<file path="src/rtl/traffic_sequencer_pkg.sv">
// Shared types for the traffic light sequencer and its output driver.
// Holds the light-state encoding and the timer width helper.
package traffic_pkg;

    typedef enum logic [1:0] {
        MAIN_GREEN  = 2'b00,
        MAIN_YELLOW = 2'b01,
        SIDE_GREEN  = 2'b10,
        SIDE_YELLOW = 2'b11
    } state_t;

    // Timer width able to hold the longest interval count.
    function automatic int calc_tw(input int a, input int b, input int c);
        int m;
        m = a;
        if (b > m) m = b;
        if (c > m) m = c;
        return $clog2(m + 1);
    endfunction

endpackage

</file>
<file path="src/rtl/traffic_sequencer_if.sv">
// Control/status bundle between the sequencer and its environment.
// master drives tick/en/side_req; slave is the sequencer.
interface traffic_sequencer_if #(
    parameter int TW = 4
);
    import traffic_pkg::*;

    logic          tick;
    logic          en;
    logic          side_req;
    state_t        state;
    logic [TW-1:0] remaining;
    logic          req_pending;
    logic          state_chg;

    modport master (
        output tick,
        output en,
        output side_req,
        input  state,
        input  remaining,
        input  req_pending,
        input  state_chg
    );

    modport slave (
        input  tick,
        input  en,
        input  side_req,
        output state,
        output remaining,
        output req_pending,
        output state_chg
    );

endinterface

</file>
<file path="src/rtl/traffic_sequencer_sync_2ff.sv">
// Two-flop synchronizer for a single asynchronous level input.
// Adds two cycles of latency; clears to 0 on reset.
module sync_2ff (
    input  logic clk,
    input  logic rst_n,
    input  logic d_i,
    output logic q_o
);

    logic meta_q;
    logic sync_q;

    // Shift the input through two flops to settle metastability.
    always_ff @(posedge clk or negedge rst_n) begin
        if (!rst_n) begin
            meta_q <= 1'b0;
            sync_q <= 1'b0;
        end else begin
            meta_q <= d_i;
            sync_q <= meta_q;
        end
    end

    assign q_o = sync_q;

endmodule

</file>
<file path="src/rtl/traffic_sequencer.sv">
// Tick-timed main/side road light sequencer.
// Main rests green; a latched side request runs one side phase.
module traffic_sequencer
    import traffic_pkg::*;
#(
    parameter int MAIN_MIN_T = 8,
    parameter int YELLOW_T   = 3,
    parameter int SIDE_T     = 5
) (
    input  logic                clk,
    input  logic                rst_n,
    traffic_sequencer_if.slave  bus
);

    localparam int TW = calc_tw(MAIN_MIN_T, YELLOW_T, SIDE_T);

    localparam logic [TW-1:0] MG_LAST = TW'(MAIN_MIN_T - 1);
    localparam logic [TW-1:0] Y_LAST  = TW'(YELLOW_T - 1);
    localparam logic [TW-1:0] S_LAST  = TW'(SIDE_T - 1);

    if (MAIN_MIN_T < 1) begin : g_bad_main
        $error("MAIN_MIN_T must be >= 1");
    end
    if (YELLOW_T < 1) begin : g_bad_yellow
        $error("YELLOW_T must be >= 1");
    end
    if (SIDE_T < 1) begin : g_bad_side
        $error("SIDE_T must be >= 1");
    end

    state_t        state_q, state_d;
    logic [TW-1:0] timer_q, timer_d;
    logic          req_q, req_d;
    logic          trans_q, trans_d;
    logic          chg_q;
    logic          req_sync;
    logic          adv;
    logic [TW-1:0] rem;

    sync_2ff u_sync (
        .clk   (clk),
        .rst_n (rst_n),
        .d_i   (bus.side_req),
        .q_o   (req_sync)
    );

    assign adv = bus.tick && bus.en;

    // Next state, timer and request latch; clear on side-green entry wins.
    always_comb begin
        state_d = state_q;
        timer_d = timer_q;
        req_d   = req_q;
        trans_d = 1'b0;

        if (bus.en && req_sync &&
            (state_q == MAIN_GREEN || state_q == MAIN_YELLOW)) begin
            req_d = 1'b1;
        end

        if (adv) begin
            case (state_q)
                MAIN_GREEN: begin
                    if (timer_q == MG_LAST) begin
                        if (req_q) state_d = MAIN_YELLOW;
                    end else begin
                        timer_d = timer_q + 1'b1;
                    end
                end
                MAIN_YELLOW: begin
                    if (timer_q == Y_LAST) state_d = SIDE_GREEN;
                    else timer_d = timer_q + 1'b1;
                end
                SIDE_GREEN: begin
                    if (timer_q == S_LAST) state_d = SIDE_YELLOW;
                    else timer_d = timer_q + 1'b1;
                end
                SIDE_YELLOW: begin
                    if (timer_q == Y_LAST) state_d = MAIN_GREEN;
                    else timer_d = timer_q + 1'b1;
                end
                default: state_d = MAIN_GREEN;
            endcase
        end

        if (state_d != state_q) begin
            timer_d = '0;
            trans_d = 1'b1;
            if (state_d == SIDE_GREEN) req_d = 1'b0;
        end
    end

    // Ticks left in the current interval; 0 while main green waits.
    always_comb begin
        rem = '0;
        case (state_q)
            MAIN_GREEN:  rem = MG_LAST - timer_q;
            MAIN_YELLOW: rem = Y_LAST - timer_q;
            SIDE_GREEN:  rem = S_LAST - timer_q;
            SIDE_YELLOW: rem = Y_LAST - timer_q;
            default:     rem = '0;
        endcase
    end

    // Sequencer registers; state_chg trails the transition by one cycle.
    always_ff @(posedge clk or negedge rst_n) begin
        if (!rst_n) begin
            state_q <= MAIN_GREEN;
            timer_q <= '0;
            req_q   <= 1'b0;
            trans_q <= 1'b0;
            chg_q   <= 1'b0;
        end else begin
            state_q <= state_d;
            timer_q <= timer_d;
            req_q   <= req_d;
            trans_q <= trans_d;
            chg_q   <= trans_q;
        end
    end

    assign bus.state       = state_q;
    assign bus.remaining   = rem;
    assign bus.req_pending = req_q;
    assign bus.state_chg   = chg_q;

endmodule
</file>
<file path="src/flat_wrapper.sv">
// flat-port wrapper written by rule: the top's interface ports become plain ports
module traffic_sequencer_flat import traffic_pkg::*;
#(
    parameter int MAIN_MIN_T = 8,
    parameter int YELLOW_T   = 3,
    parameter int SIDE_T     = 5
)
  (clk, rst_n, bus_tick, bus_en, bus_side_req, bus_state, bus_remaining, bus_req_pending, bus_state_chg);
  traffic_sequencer_if bus_i ();
  input  logic clk;
  input  logic rst_n;
  input wire logic [$bits(bus_i.tick)-1:0] bus_tick;
  input wire logic [$bits(bus_i.en)-1:0] bus_en;
  input wire logic [$bits(bus_i.side_req)-1:0] bus_side_req;
  output wire logic [$bits(bus_i.state)-1:0] bus_state;
  output wire logic [$bits(bus_i.remaining)-1:0] bus_remaining;
  output wire logic [$bits(bus_i.req_pending)-1:0] bus_req_pending;
  output wire logic [$bits(bus_i.state_chg)-1:0] bus_state_chg;
  assign bus_i.tick = bus_tick;
  assign bus_i.en = bus_en;
  assign bus_i.side_req = bus_side_req;
  assign bus_state = bus_i.state;
  assign bus_remaining = bus_i.remaining;
  assign bus_req_pending = bus_i.req_pending;
  assign bus_state_chg = bus_i.state_chg;
  traffic_sequencer #(.MAIN_MIN_T(MAIN_MIN_T), .YELLOW_T(YELLOW_T), .SIDE_T(SIDE_T)) u_core (.clk(clk), .rst_n(rst_n), .bus(bus_i));
endmodule
</file>
<file path="config.mk">
export PLATFORM = sky130hd
export DESIGN_NAME = traffic_sequencer_flat
export DESIGN_NICKNAME = d
export VERILOG_FILES = /design/src/rtl/traffic_sequencer_pkg.sv /design/src/rtl/traffic_sequencer_if.sv /design/src/rtl/traffic_sequencer_sync_2ff.sv /design/src/rtl/traffic_sequencer.sv /design/src/flat_wrapper.sv
export SDC_FILE = /design/constraint.sdc
export NUM_CORES = 1
export LEC_CHECK = 0
export BUFFER_PORTS_ARGS = -buffer_cell sky130_fd_sc_hd__buf_2
export CAP_MARGIN = 20
export CORE_MARGIN = 1.5
export CORE_UTILIZATION = 40
export CTS_BUF_LIST = sky130_fd_sc_hd__clkbuf_16
export CTS_CLUSTER_SIZE = 16
export DETAILED_ROUTE_END_ITERATION = 12
export PLACE_DENSITY = 0.59
export SYNTH_ARGS = -nofsm -noshare
export SYNTH_HDL_FRONTEND = slang
export SYNTH_SLANG_ARGS = --single-unit
</file>
<file path="constraint.sdc">
create_clock -name clk -period 1.7 [get_ports clk]
set_input_delay 0.085 -clock clk [delete_from_list [all_inputs] [get_ports clk]]
set_output_delay 0.085 -clock clk [all_outputs]
set_load 0.02 [all_outputs]
</file>
---- Word-level counts from Yosys, hierarchy flattened ----
Index checks and enable logic that the tools add are counted.
storage, ports and cells
  flip-flop bits (word level) ............. 11
  output and inout port bits .............. 8
  word-level logic and storage cells ...... 48
cells by class
  reduce and logical (&&, ||, !) cells .... 8
  equality and inequality tests ........... 11
  muxes and demuxes ....................... 18
  add/sub/neg operators ................... 4
operators with widths
  cell                                             count
  one-hot mux 4 bit (3 select lines)               2
  two-way mux 4 bit                                5
  two-way mux 2 bit                                6
  != test 3 bit, second input constant             3
  == test 4 x 3 -> 1 bit, second input constant    2
  one-hot mux 2 bit (4 select lines)               1
  subtractor 3 x 4 -> 4 bit, first input constant  2
  == test 2 bit, second input constant             3
  adder 4 x 1 -> 4 bit, second input constant      1
  == test 4 x 2 -> 1 bit, second input constant    1
  two-way mux 1 bit                                4
  AND reduction 4 bit                              1
  subtractor 2 x 4 -> 4 bit, first input constant  1
  logical AND 1 bit                                3
  == test 2 x 1 -> 1 bit, second input constant    1
  zero test 2 bit                                  1
  != test 2 bit                                    1
  nonzero test 2 bit                               1
  OR reduction 2 bit                               1
  logical OR 1 bit                                 1

---- Logic depth before layout (Yosys ltp) ----
Gate-level depths: netlist of run 1.
  depth in word-level cells ............... 7
  depth in mapped cells ................... 5
  depth with buffers taken out ............ 5

---- Hierarchy ----
From an unflattened synthesis of run 1, not the netlist that was laid out.
second synthesis, totals
  cell total of the unflattened synthesis .. 68
  area total of the unflattened synthesis .. 683.2 um^2
by module, submodules not included
  module             cells an instance  area an instance (um^2)  times used
  traffic_sequencer  66                 633.1                    1
  sync_2ff           2                  50.0                     1

---- Worst setup path before layout of run 1 ----
OpenSTA, ideal clock, no wires.
  path type ............................... register to output
  from .................................... reg u_core.timer_q[0]
  to ...................................... out bus_remaining[2]
  slack ................................... 0.146 ns
  cell stages (with the launch flop) ...... 6
  arrival ................................. 1.469 ns
  data required time ...................... 1.615 ns
  path buffers ............................ 0
  cell sequence ........................... dfrtp_1 > inv_1 > ha_1 > or3b_1 > o21ai_1 > xnor2_1
between the ends
  word-level cells in the longest chain between the ends .. 2
  elaborated cells between the ends (all ways) .. 4
ends and longest elaborated chain
  item                                               RTL line                                           RTL
  start, declared                                    traffic_sequencer.sv:32                            logic [TW-1:0] timer_q, timer_d;
  start signal, assigned                             traffic_sequencer.sv:115                           timer_q <= timer_d;
  subtractor 2 x 4 -> 4 bit (tied with other cells)  traffic_sequencer.sv:98, traffic_sequencer.sv:100
  one-hot mux 4 bit (3 select lines) (*)             traffic_sequencer.sv:96                            case (state_q)
  end, declared                                      flat_wrapper.sv:16                                 output wire logic [$bits(bus_i.remaining)-1:0] bus_remaining;
Mark *: on every way between the ends. The rest lies on a longest branch, timed or not.

---- Worst setup path after layout of run 1 ----
  from .................................... reg u_core.timer_q[1]
  to ...................................... out bus_remaining[2]
Same word-level chain as after synthesis.

==> results of run 1 <==
==> placed cells by master (no fill, tap or decap), drive strengths merged, types with 2 or more instances in the layout <==
| cell type | Yosys | routed |
|---|---|---|
| buf | 4 | 16 |
| o211ai | 2 | 2 |
| nand2 | 5 | 5 |
| mux2i | 3 | 3 |
| nand3 | 5 | 5 |
| clkbuf | 0 | 3 |
| ha | 3 | 3 |
| nor2 | 2 | 2 |
| dfrtp | 11 | 11 |
| nand3b | 3 | 3 |
| o21ai | 5 | 5 |
| a21oi | 5 | 5 |
| xnor2 | 4 | 4 |
| inv | 5 | 6 |
| nand4b | 2 | 2 |
| dlygate4sd3 | 0 | 2 |
==> layout make-up <==
cell class	count	share of cell area, %
flip-flops and latches	11	29.3
clock inverters	1	0.398
well taps	25	3.32
inverters	5	1.99
multi-input cells	55	45.0
repair buffers	18	12.0
clock buffers	3	7.97
==> sequential cells by signal, indices dropped and copies added, names as in the netlist <==
| name | cells |
|---|---|
| u_core.u_sync.meta_q | 1 |
| u_core.timer_q | 4 |
| u_core.bus.state_chg | 1 |
| u_core.u_sync.q_o | 1 |
| u_core.bus.req_pending | 1 |
| u_core.trans_q | 1 |
| u_core.bus.state | 2 |
==> logic make-up after synthesis <==
group | count (synthesis) | share of synthesized area (%)
buffers and inverters | 9 | 6.47
xor gates and xnor gates | 4 | 4.77
muxes | 3 | 4.09
and+or+nand+nor | 26 | 21.8
DFF | 11 | 37.5
AOI/OAI and AO/OA | 19 | 20.3
adders and majority gates | 3 | 5.11
==> layer usage <==
layer  global-route usage [%]  part of all wire, %  routed length [um]  up-vias
li1                         -                    -                   -      309
met1                     26.2                   44                 754      315
met2                     28.9                   50                 852       23
met3                     7.14                  5.0                  86        2
met4                     8.00                 0.76                  13        0
met5                        0                    0                   0        -
==> metrics by stage <==
step / setup TNS [ns] / area [sq um]
finish: 0 / 942
global route: -0.00492 / 942
CTS: 0 / 931
detailed placement: 0 / 827
global placement: 0 / 827
floorplan: 0 / 734
==> final timing paths <==
kind / end / slack, ns / cells past startpoint
setup / recovery: bus_remaining[2] / 0.06 / 6
hold / removal: u_core.timer_q[0] / 0.23 / 3
setup reg to reg: u_core.timer_q[1] / 0.27 / 3
hold reg to reg: u_core.u_sync.q_o / 0.35 / 0
max in group asynchronous: u_core.bus.state[0] / 1.23 / 2
min in group asynchronous: u_core.bus.req_pending / 0.25 / 2
==> worst reg2reg max path: stages, from the launching register on <==
cell,delay (ns)
dfrtp_1,0.49
nand4bb_1,0.25
or4_1,0.47
o311ai_1,0.12
==> power by group <==
part / switching, mW / internal [mW] / total [mW]
logic: 0.682 / 0.568 / 1.25
registers: 0.152 / 0.350 / 0.502
clock network: 0.108 / 0.308 / 0.416
total: 0.942 / 1.23 / 2.17
==> timing repair <==
item                       CTS  global route
gates cloned                 0             0
hold endpoints to repair    12             0
hold buffers                 2             0
setup endpoints to repair    1             2
gates resized for setup      2             5
pin swaps                    0             1
setup buffers                0             0
==> results.cfg, run 1 <==
[run_status]
status = complete, no violations

[global_route]
track_usage_pct = 19.7
antenna_found_initial = 0
grt_max_degree = 13
grt_pass1_vias = 621
grt.overflow.total = 0
grt_pass1_wl_mm = 2.84

[sta]
min_period_over_period_pct = 96.7
finClkSkew_ns = 0.00291
fin_crit_ns = 1.64
setup_violations = 0
timing.fmax_ghz = 0.609
relSlewSlack_pct = 75.1
rsz0062_at_grt = yes
fin_hold_ws_ns = 0.228
hold_violations = 0
finalMaxSlewViolations = 0
fin_ws_ns = 0.0568
tightest_slew_ns = 0.373

[synth]
synthTopCellsByArea = dfrtp_1, ha_1, xnor2_1, mux2i_1, a2111oi_4
synth.distinct_cells = 34
yosysTopAreaCellShare_pct = 37.5
synth_seq_cells = 11
syn-num-nets = 83
synthArstFlopShare_pct = 100
yosys-top-cells-count = dfrtp_1, a21oi_1, nand2_1, nand3_1
ys_seq_area_share_pct = 37.5
synth_edf_count = 0
synth-warning-count = 0
yosysMostFrequentCell = dfrtp_1
syn-cell-area_sq_um = 734
yosysTopAreaCell = dfrtp_1
ys.flop_type = dfrtp_1
synth.avg_cell_area_sq_um = 9.79
syn_inst = 75

[final_layout]
ff_latch_area_sq_um = 277
fill_cells = 168
multi_input_area_sq_um = 424
syn_to_final_growth_pct = 28.3
finish.utilization_pct = 54.6
layout.nets = 102
antenna_cells = 0
drive_above_1_share_pct = 28.0
layoutNonFillerInstCount = 118

[critical_path]
worst-path-max-fanout = 4
worstPathArrival_ns = 1.56
cp.required_ns = 1.62
cpLargestDelayFamily = flip-flops
crit_start = u_core.timer_q[1]
critPathBufInv = 2
criticalPathCategory = flop to primary output
start_kind = flop
worst_path_max_delay_cell = dfrtp_1
crit_chain = inv_2, ha_4, or3b_1, o21ai_1, xnor2_1, buf_4
slowest_delay_ns = 0.36
end_kind = primary output
r2r-start = u_core.bus.state[1]

[hold_path]
min_path_type = input port to flop
hold_start = bus_en

[clock_network]
cts_sinks = 11
cts_root_buf = clkbuf_16
htree_num_levels = 1
cts_buffers = 3
path_clk_slew_ns = 0.04
worstSkewPairLatency_ns = 0.23
cts_tree = yes
clk_path_buf_depth = 2

[floorplanning]
fp.dieH_um = 45.9
dieArea_sq_um = 2100
ios = 13
die_x_um = 45.9
core_area_sq_um = 1730
start_util_pct = 42.5
num_rows = 15

[routing]
drtIter0Drc = 13
vias = 649
routed_via_density = 5.50
ant_nets = 0
dr.pass1.iters = 4
drc = 0
drt-total-wl_mm = 1.71
wire_per_inst_um = 14.5

[power]
p_total_mw = 2.17
p_leak_nw = 0.420
powerDensity_nw_per_um2 = 2300
irDropWorstVdd_v = 0.00121

[placed_design]
placedCellCount = 112
place_ws_ns = 0.218
dp_hpwl_mm = 1.21
io_buffer_count = 12
gp_congestion = 0.823

[run]
cap_violations = 0
Power figures use the tool's default switching activity.
==> run 2: changes to the inputs <==
--- a/config.mk
+++ b/config.mk
@@ -8,11 +8,12 @@
 export BUFFER_PORTS_ARGS = -buffer_cell sky130_fd_sc_hd__buf_2
 export CAP_MARGIN = 20
 export CORE_MARGIN = 1.5
-export CORE_UTILIZATION = 40
+export CORE_UTILIZATION = 53
 export CTS_BUF_LIST = sky130_fd_sc_hd__clkbuf_16
 export CTS_CLUSTER_SIZE = 16
 export DETAILED_ROUTE_END_ITERATION = 12
-export PLACE_DENSITY = 0.59
+export MAX_ROUTING_LAYER = met4
+export PLACE_DENSITY = 0.75
 export SYNTH_ARGS = -nofsm -noshare
 export SYNTH_HDL_FRONTEND = slang
 export SYNTH_SLANG_ARGS = --single-unit
==> results.cfg, run 2 (synthesized netlist as in run 1, its figures left out) <==
[run_status]
status = complete, no violations

[floorplanning]
ios = 13
die_x_um = 40.2
num_rows = 13
core_area_sq_um = 1300
dieArea_sq_um = 1620
fp.dieH_um = 40.2
start_util_pct = 56.4

[critical_path]
cp.required_ns = 1.62
criticalPathCategory = flop to primary output
crit_chain = inv_2, ha_4, or3b_1, o21ai_1, xnor2_1, buf_4
start_kind = flop
slowest_delay_ns = 0.36
worst-path-max-fanout = 4
worst_path_max_delay_cell = dfrtp_1
end_kind = primary output
worstPathArrival_ns = 1.58

[hold_path]
min_path_type = input port to flop

[clock_network]
cts_buffers = 3
path_clk_slew_ns = 0.04
cts_tree = yes
cts_sinks = 11
cts_root_buf = clkbuf_16
clk_path_buf_depth = 2
worstSkewPairLatency_ns = 0.24
htree_num_levels = 1

[global_route]
grt.overflow.total = 0
antenna_found_initial = 0
grt_pass1_vias = 563
grt_max_degree = 13
track_usage_pct = 27.5
grt_pass1_wl_mm = 2.75

[final_layout]
largest_register = u_core.timer_q
antenna_cells = 0
largest_reg_flops = 4
layout.nets = 102
syn_to_final_growth_pct = 26.7
final_common_cell = buf_2
mostFrequentLayoutCells = buf_2, dfrtp_1
finish.utilization_pct = 71.5
drive_above_1_share_pct = 29.0

[sta]
setup_violations = 0
tns_ns = 0
min_period_over_period_pct = 97.7
relSlewSlack_pct = 72.6
timing.fmax_ghz = 0.602
finClkSkew_ns = 0.00112
hold_violations = 0
tightest_slew_ns = 0.411
finalMaxSlewViolations = 0
fin_ws_ns = 0.0383
fin_crit_ns = 1.66
rsz0062_at_grt = yes

[power]
power.share.clock_pct = 19.2
pwr-share-seq_pct = 23.0
p_leak_nw = 0.419
irDropWorstVdd_v = 0.00114
swShare_pct = 44.0
intPower_mw = 1.23
p_sw_mw = 0.968
powerDensity_nw_per_um2 = 2360
power_frac_comb_pct = 57.8

[run]
cap_violations = 0

[routing]
drtIter0Drc = 34
drc = 0
vias = 699
routed_via_density = 6.47
wire_per_inst_um = 17.3
ant_nets = 0
drt-total-wl_mm = 1.87
dr.pass1.iters = 5

[placed_design]
gp_congestion = 0.912
place_ws_ns = 0.248
io_buffer_count = 12
dp_hpwl_mm = 1.26
==> run 2: layout make-up <==
type | instances | area (sq um)
multi-input combinational | 55 | 424
sequential | 11 | 278
tap | 15 | 18.8
inverter | 5 | 18.8
clock buffer | 3 | 75.1
fill | 99 | 370
clock inverter | 1 | 3.75
timing repair buffer | 18 | 113
==> run 2: worst max-delay path: cells and delay by family, from the launching register on <==
kind	cells	cell delay (ns)
xor+xnor	1	0.13
compound gates	1	0.10
fa+ha+maj	1	0.16
flops	1	0.36
buf+inv	2	0.22
simple gates	1	0.36
==> run 2: final timing paths <==
check / start / endpoint / slack (ns) / depth (start not counted)
setup / recovery: u_core.timer_q[1] / bus_remaining[2] / 0.04 / 6
hold / removal: bus_en / u_core.timer_q[0] / 0.22 / 3
setup reg to reg: u_core.bus.state[0] / u_core.timer_q[1] / 0.29 / 3
hold reg to reg: u_core.u_sync.meta_q / u_core.u_sync.q_o / 0.36 / 0
max in group asynchronous: rst_n / u_core.bus.state[0] / 1.23 / 2
min in group asynchronous: rst_n / u_core.timer_q[1] / 0.25 / 2
==> run 2: stage by stage <==
step | hold WS, ns | std cells | area, sq um | total power [mW]
after detailed placement | -0.0331 | 102 | 815 | 1.67
after global placement | -0.0386 | 102 | 815 | 1.64
after global routing | 0.261 | 108 | 931 | 2.34
final | 0.219 | 108 | 931 | 2.20
after floorplan | -0.211 | 75 | 734 | 1.36
after CTS | 0.211 | 108 | 916 | 2.12
==> run 2: power groups by stage <==
stage	Clock, mW	Combinational, mW	Sequential [mW]
4_1_cts	0.422	1.21	0.488
3_3_place_gp	0	1.16	0.485
6_report	0.422	1.27	0.505
3_5_place_dp	0	1.18	0.489
2_1_floorplan	0	0.888	0.467
5_1_grt	0.438	1.39	0.516
==> run 2: what timing repair did <==
item | 4_1_cts | 5_1_grt
hold buffers | 2 | 0
buffers inserted | 0 | 0
pin swaps | 0 | 1
hold endpoints to repair | 12 | 0
gates resized for setup | 1 | 7
setup endpoints to repair | 1 | 2
==> run 2: metal layers <==
metal	GRT usage (%)	up-vias	part of all wire, %
met1	37.7	343	40
met3	5.00	6	6.2
met5	-	-	0
li1	-	313	-
met4	10.0	0	2.0
met2	40.3	37	52
==> run 3: changes to the inputs <==
--- a/config.mk
+++ b/config.mk
@@ -12,7 +12,6 @@
 export CTS_BUF_LIST = sky130_fd_sc_hd__clkbuf_16
 export CTS_CLUSTER_SIZE = 16
 export DETAILED_ROUTE_END_ITERATION = 12
-export MAX_ROUTING_LAYER = met4
 export PLACE_DENSITY = 0.75
 export SYNTH_ARGS = -nofsm -noshare
 export SYNTH_HDL_FRONTEND = slang
==> results.cfg, run 3 (synthesized netlist as in run 1, its figures left out) <==
[placed_design]
gp_congestion = 0.897
dp_hpwl_mm = 1.26
placedInstanceArea_sq_um = 815
io_buffer_count = 12

[final_layout]
largest_register = u_core.timer_q
ff_latch_area_sq_um = 277
final_common_cell = buf_2
drive_above_1_share_pct = 28.0
syn_to_final_growth_pct = 26.6
multi_input_area_sq_um = 424
fill_cells = 100
final_cell_area_sq_um = 930
finish.utilization_pct = 71.4
layout.nets = 102
antenna_cells = 0
largest_reg_flops = 4
mostFrequentLayoutCells = buf_2, dfrtp_1

[run]
cap_violations = 0

[floorplanning]
fp.dieH_um = 40.2
start_util_pct = 56.4
core_area_sq_um = 1300
num_rows = 13
dieArea_sq_um = 1620
ios = 13
die_x_um = 40.2

[run_status]
status = complete, no violations

[critical_path]
start_kind = flop
worstPathArrival_ns = 1.58
crit_chain = inv_2, ha_4, or3b_1, o21ai_1, xnor2_1, buf_4
worst-path-max-fanout = 4
criticalPathCategory = flop to primary output
end_kind = primary output
worst_path_max_delay_cell = dfrtp_1
slowest_delay_ns = 0.36
cp.required_ns = 1.62

[routing]
drt-total-wl_mm = 1.87
dr.pass1.iters = 4
vias = 692
drc = 0
drtIter0Drc = 33
ant_nets = 0
wire_per_inst_um = 17.3
routed_via_density = 6.41

[clock_network]
cts_buffers = 3
cts_root_buf = clkbuf_16
path_clk_slew_ns = 0.04
worstSkewPairLatency_ns = 0.24
cts_sinks = 11
clk_path_buf_depth = 2
htree_num_levels = 1
cts_tree = yes

[sta]
relSlewSlack_pct = 73.6
timing.fmax_ghz = 0.602
rsz0062_at_grt = yes
tightest_slew_ns = 0.396
fin_crit_ns = 1.66
hold_violations = 0
setup_violations = 0
min_period_over_period_pct = 97.8
finalMaxSlewViolations = 0
finClkSkew_ns = 0.00378

[global_route]
grt_max_degree = 13
grt_pass1_wl_mm = 2.73
grt_pass1_vias = 568
antenna_found_initial = 0
track_usage_pct = 26.6
grt.overflow.total = 0

[power]
irDropWorstVdd_v = 0.00116
powerDensity_nw_per_um2 = 2350
p_leak_nw = 0.420

[hold_path]
min_path_type = input port to flop
run 3: power by group:
part | switching, mW | leakage, nW | internal [mW]
sequential | 0.150 | 0.131 | 0.350
combinational | 0.701 | 0.247 | 0.568
clock | 0.110 | 0.0423 | 0.308
run 3: what timing repair did:
action,CTS,global route
endpoints found under the hold margin,12,0
buffers inserted,0,0
hold buffers,2,0
gates resized for setup,1,5
pin swaps,0,1
endpoints found under the setup margin,1,2
cloned,0,0
run 3: worst paths after layout:
path                                      start  slack (ns)  depth (start not counted)                   to
max in group asynchronous                 rst_n        1.23                          2  u_core.bus.state[0]
setup / recovery              u_core.timer_q[1]        0.04                          6     bus_remaining[2]
setup reg to reg            u_core.bus.state[1]        0.28                          3    u_core.timer_q[1]
min in group asynchronous                 rst_n        0.25                          2    u_core.timer_q[1]
hold / removal                           bus_en        0.22                          3    u_core.timer_q[0]
hold reg to reg            u_core.u_sync.meta_q        0.35                          0    u_core.u_sync.q_o
run 3: cell type report:
| cell class | count | area share (%) |
|---|---|---|
| multi-input cells | 55 | 45.6 |
| flip-flops and latches | 11 | 29.7 |
| repair buffers | 18 | 12.1 |
| clock buffers | 3 | 8.08 |
| inverters | 5 | 2.02 |
| well taps | 15 | 2.02 |
| clock inverters | 1 | 0.404 |
run 3: metal layers:
metal / vias up / share of wire (%) / track usage, %
li1: 313 / - / -
met1: 339 / 39 / 37.0
met2: 36 / 53 / 40.7
met3: 4 / 6.0 / 5.00
met4: 0 / 1.6 / 10.0
met5: - / 0 / 0
run 3: worst max-delay path, delay by kind of cell, from the launching register on:
family | cells | cell delay [ns]
buf+inv | 2 | 0.22
fa+ha+maj | 1 | 0.16
xor+xnor | 1 | 0.13
flops | 1 | 0.36
compound gates | 1 | 0.10
simple gates | 1 | 0.36
run 3: stage by stage:
| stage | instances | worst slack [ns] | total power [mW] | hold slack, ns | setup TNS [ns] |
|---|---|---|---|---|---|
| 6_report | 108 | 0.0378 | 2.19 | 0.219 | 0 |
| 5_1_grt | 108 | -0.00592 | 2.33 | 0.261 | -0.00604 |
| 4_1_cts | 108 | 0.0115 | 2.12 | 0.211 | 0 |
| 3_5_place_dp | 102 | 0.248 | 1.67 | -0.0331 | 0 |
| 3_3_place_gp | 102 | 0.250 | 1.64 | -0.0386 | 0 |
| 2_1_floorplan | 75 | 0.146 | 1.36 | -0.211 | 0 |
